[src/rtl/unary_window_count.sv]
// Counts ones on unary bitstream lanes over a 2^WLOG enabled-cycle window.
// Optional signed output offset under `UBRAIN_WCNT_BIPOLAR_EN.
module unary_window_count #(
    parameter int IWID  = 10,
    parameter int WLOG  = 8,
    parameter int LANES = 1
) (
    input  logic             clk,
    input  logic             rst_n,
    input  logic             start,
    input  logic             enable,
    input  logic             clear,
    input  logic [LANES-1:0] iBit,
    output logic             load,
    output logic [IWID-1:0]  oData,
    output logic             busy
);

    localparam int AW = WLOG + $clog2(LANES + 1) + 1;

    typedef enum logic {IDLE, RUN} state_t;

    state_t            state_q, state_d;
    logic [AW-1:0]     acc_q, acc_d;
    logic [WLOG-1:0]   cyc_q, cyc_d;
    logic [IWID-1:0]   data_q, data_d;
    logic              load_q, load_d;
    logic [AW-1:0]     sum;

    function automatic logic [AW-1:0] popcnt(input logic [LANES-1:0] b);
        logic [AW-1:0] n;
        n = '0;
        for (int i = 0; i < LANES; i++) n = n + AW'(b[i]);
        return n;
    endfunction

`ifdef UBRAIN_WCNT_BIPOLAR_EN
    localparam int XW = AW + IWID + 1;
    localparam logic signed [XW-1:0] OFS  = XW'(LANES) <<< (WLOG - 1);
    localparam logic signed [XW-1:0] SMAX = (XW'(1) <<< (IWID - 1)) - XW'(1);
    localparam logic signed [XW-1:0] SMIN = -(XW'(1) <<< (IWID - 1));

    // Centre the count on zero, then clamp to the signed output range.
    function automatic logic [IWID-1:0] sat(input logic [AW-1:0] s);
        logic signed [XW-1:0] sx;
        sx = $signed({{(IWID + 1){1'b0}}, s}) - OFS;
        if (sx > SMAX) return SMAX[IWID-1:0];
        if (sx < SMIN) return SMIN[IWID-1:0];
        return sx[IWID-1:0];
    endfunction
`else
    function automatic logic [IWID-1:0] sat(input logic [AW-1:0] s);
        logic [AW+IWID-1:0] ext;
        ext = {{IWID{1'b0}}, s};
        if (ext > {{AW{1'b0}}, {IWID{1'b1}}}) return '1;
        return ext[IWID-1:0];
    endfunction
`endif

    assign sum = acc_q + popcnt(iBit);

    always_ff @(posedge clk or negedge rst_n) begin
        if (!rst_n) begin
            state_q <= IDLE;
            acc_q   <= '0;
            cyc_q   <= '0;
            data_q  <= '0;
            load_q  <= 1'b0;
        end else begin
            state_q <= state_d;
            acc_q   <= acc_d;
            cyc_q   <= cyc_d;
            data_q  <= data_d;
            load_q  <= load_d;
        end
    end

    always_comb begin
        state_d = state_q;
        acc_d   = acc_q;
        cyc_d   = cyc_q;
        data_d  = data_q;
        load_d  = 1'b0;
        if (clear) begin
            state_d = IDLE;
            acc_d   = '0;
            cyc_d   = '0;
        end else begin
            unique case (state_q)
                IDLE: begin
                    if (start) begin
                        state_d = RUN;
                        acc_d   = '0;
                        cyc_d   = '0;
                    end
                end
                RUN: begin
                    if (enable) begin
                        if (cyc_q == {WLOG{1'b1}}) begin
                            data_d  = sat(sum);
                            load_d  = 1'b1;
                            acc_d   = '0;
                            cyc_d   = '0;
                            state_d = start ? RUN : IDLE;
                        end else begin
                            acc_d = sum;
                            cyc_d = cyc_q + 1'b1;
                        end
                    end
                end
                default: state_d = IDLE;
            endcase
        end
    end

    assign load  = load_q;
    assign oData = data_q;
    assign busy  = (state_q == RUN);

endmodule

[config.mk]
export PLATFORM = sky130hd
export DESIGN_NAME = unary_window_count
export DESIGN_NICKNAME = d
export VERILOG_FILES = /design/src/rtl/unary_window_count.sv
export SDC_FILE = /design/constraint.sdc
export NUM_CORES = 1
export LEC_CHECK = 0
export BUFFER_PORTS_ARGS = -buffer_cell sky130_fd_sc_hd__buf_2
export CAP_MARGIN = 20
export CORE_UTILIZATION = 45
export DETAILED_ROUTE_END_ITERATION = 7
export PLACE_DENSITY = 0.66
export SYNTH_ARGS = -nofsm -noshare
export SYNTH_HDL_FRONTEND = slang
export SYNTH_SLANG_ARGS = --single-unit
[constraint.sdc]
create_clock -name clk -period 2.2 [get_ports clk]
set_clock_uncertainty 0.15 [all_clocks]
set_input_delay 0.11 -clock clk [delete_from_list [all_inputs] [get_ports clk]]
set_output_delay 0.11 -clock clk [all_outputs]
set_load 0.02 [all_outputs]
==> impl_metrics.toml <==
[placed_design]
place_congestion = 0.774
post-place-ws_ps = 321
dp_hpwl_um = 1950
port_buffers = 17

[yosys]
netlist_area_um2 = 1510
ys_ff_latch = 30
yosysSeqAreaShare_pct = 49.8
syn_area_per_cell_um2 = 10.9
yosys_warnings = 0
synthFlopType = "dfrtp_1"
synth_cells = 138
synth_edf_count = 0
syn_nets = 147
synthDistinctLibCells = 34
synthArstFlopShare_pct = 100

[cells_and_area]
mostFrequentLayoutCell = "dfrtp_1"
fin_util_pct = 55.6
final_cell_mix = "30 x dfrtp_1, 17 x buf_2, 11 x mux2_2"
seq_area_um2 = 751
layout-drive-gt1-share_pct = 25.9
n_fill_cell = 297
multi_input_area_um2 = 712
diodes = 0
syn2layout_area_growth_pct = 14.5
nets = 170

[timing]
finalCritPeriodShare_pct = 88.2
max_freq_mhz = 515
setup_viol = 0
rsz0062_at_grt = "no"
setup_slack_ps = 260
hold_violations = 0
tightest_slew_ps = 686
timing.final.crit_period_ps = 1940
slew_violations = 0
setup_tns_ps = 0
relSlewSlack_pct = 54.0

[run]
drv_cap = 0

[floorplan]
ios = 18
core_um2 = 3100
initial_utilization_pct = 48.5
fp.dieW_um = 59.9
rows = 20
die_y_um = 59.9
fp.dieArea_um2 = 3580

[grt]
grt_pass1_wl_um = 4960
gr-usage-met2_pct = 29.7
antenna_found_initial = 0
first_global_vias = 1071
busiest_layer = "met2"
grtUsageMet3_pct = 4.55
grt_max_degree = 31
grt.total_usage_pct = 19.2
met1_usage_pct = 25.1
grt-ovfl-total = 0

[routing]
final_antenna_net_count = 0
dr.pass1.iters = 4
vias = 1150
drc = 0
viasPerCell = 5.58
routed_wl_um = 2910
wl_per_cell_um = 14.1
detailedRoute.firstIterationViolations = 44

[min_path]
min_path_type = "input pin to register"

[critical_path]
crit_fanout = 5
critPathKind = "register to register"
max_stage_delay_ps = 560
start_kind = "register"
cp_slowest_cell = "dlygate4sd3_1"
cp_data_required_time_ps = 2280
crit_arrival_ps = 2020
endpoint_kind = "register"
worstPathCellList = "ha_1 -> and3_1 -> nand3_1 -> a21oi_1 -> dlygate4sd3_1 -> nor2_1"

[clock_network]
htreeDepth = 2
cts_buffers = 5
ctsLongestPathBuffers = 2
cts_resized = 0
clkLatencyLatePin_ps = 330
post_cts_buffers = 0
hold_buffers = 4
clock-sinks = 30
cts_root_buf = "clkbuf_4"
cts_tree = "yes"
clk_pin_slew_ps = 90

[power]
p_leak_nw = 0.841
p_sw_share_pct = 24.4
power.density_nw_per_um2 = 559
sequentialPowerShare_pct = 58.0
clockPowerShare_pct = 35.8
ir_drop_uv = 391
comb_power_share_pct = 6.2
p_int_uw = 729
p_switching_uw = 235

[status]
outcome = "complete, no violations"
worst paths after layout:
path / cells past startpoint / from / slack [ps] / endpoint
worst max-delay path: 6 / cyc_q[0] / 260 / busy
worst min-delay path: 3 / iBit / 10 / acc_q[0]
worst max register to register: 6 / cyc_q[0] / 260 / busy
worst min register to register: 1 / acc_q[9] / 350 / acc_q[9]
max in group asynchronous: 2 / rst_n / 1300 / cyc_q[4]
min in group asynchronous: 2 / rst_n / 180 / cyc_q[7]
cells by family after synthesis:
logic type,Yosys count,synth area share [%]
compound gates,28,12.4
fa+ha+maj,3,2.49
flops,30,49.8
simple gates,45,16.5
buf+inv,8,2.91
mux,12,8.89
xor+xnor,12,6.98
routing by layer:
layer	part of all wire [%]	vias up	routed length, um
met2	47	22	1370
met3	4.2	6	122
met5	0	-	0
met4	1.5	0	43
li1	-	559	-
met1	47	563	1380
critical path, delay by kind of cell, from the launching register on:
kind                       cells  cell delay [ps]
buffers and inverters          1              560
DFF                            1              420
and+or+nand+nor                3              360
adders and majority gates      1              220
AOI/OAI and AO/OA              1              130
sequential cells by signal, summed over array words and instances, names as in the netlist:
register,count
oData,10
acc_q,10
load,1
cyc_q,8
busy,1
cell usage after synthesis (2+ instances only):
cell	number	area, um^2
buf_2	2	10.0
a22o_1	3	26.3
and3_1	6	37.5
a21oi_1	9	45.0
o31ai_1	5	37.5
nand2_1	7	26.3
nor2_1	6	22.5
a41oi_1	2	17.5
mux2_2	11	124
a31oi_1	6	37.5
clkbuf_1	4	15.0
nand4_1	3	18.8
or4_1	2	15.0
nand3_1	10	50.1
xor2_1	7	61.3
ha_1	3	37.5
dfrtp_1	30	751
xnor2_1	5	43.8
nand2b_1	2	12.5
final cells by class:
| cell class | instances | share of cell area [%] |
|---|---|---|
| clock inverters | 1 | 0.290 |
| repair buffers | 24 | 8.56 |
| flip-flops and latches | 30 | 43.5 |
| well taps | 44 | 3.19 |
| multi-input cells | 100 | 41.3 |
| clock buffers | 7 | 3.19 |
power groups by stage:
stage               registers, mW  logic [mW]  clock network (mW)
global placement            0.569      0.0547                   0
CTS                         0.559      0.0613               0.355
finish                      0.559      0.0602               0.345
floorplan                   0.570      0.0319                   0
detailed placement          0.570      0.0554                   0
global route                0.560      0.0687               0.377
metrics by stage:
| stage | hold WS [ps] | power (mW) | std cells | area (um^2) |
|---|---|---|---|---|
| 2_1_floorplan | -336 | 0.602 | 138 | 1510 |
| 3_3_place_gp | 24.8 | 0.624 | 194 | 1630 |
| 3_5_place_dp | 28.8 | 0.625 | 194 | 1630 |
| 4_1_cts | 10.1 | 0.975 | 206 | 1730 |
| 5_1_grt | 12.3 | 1.01 | 206 | 1730 |
| 6_report | 14.4 | 0.964 | 206 | 1730 |
No activity file was read; power rests on OpenSTA's default activity.
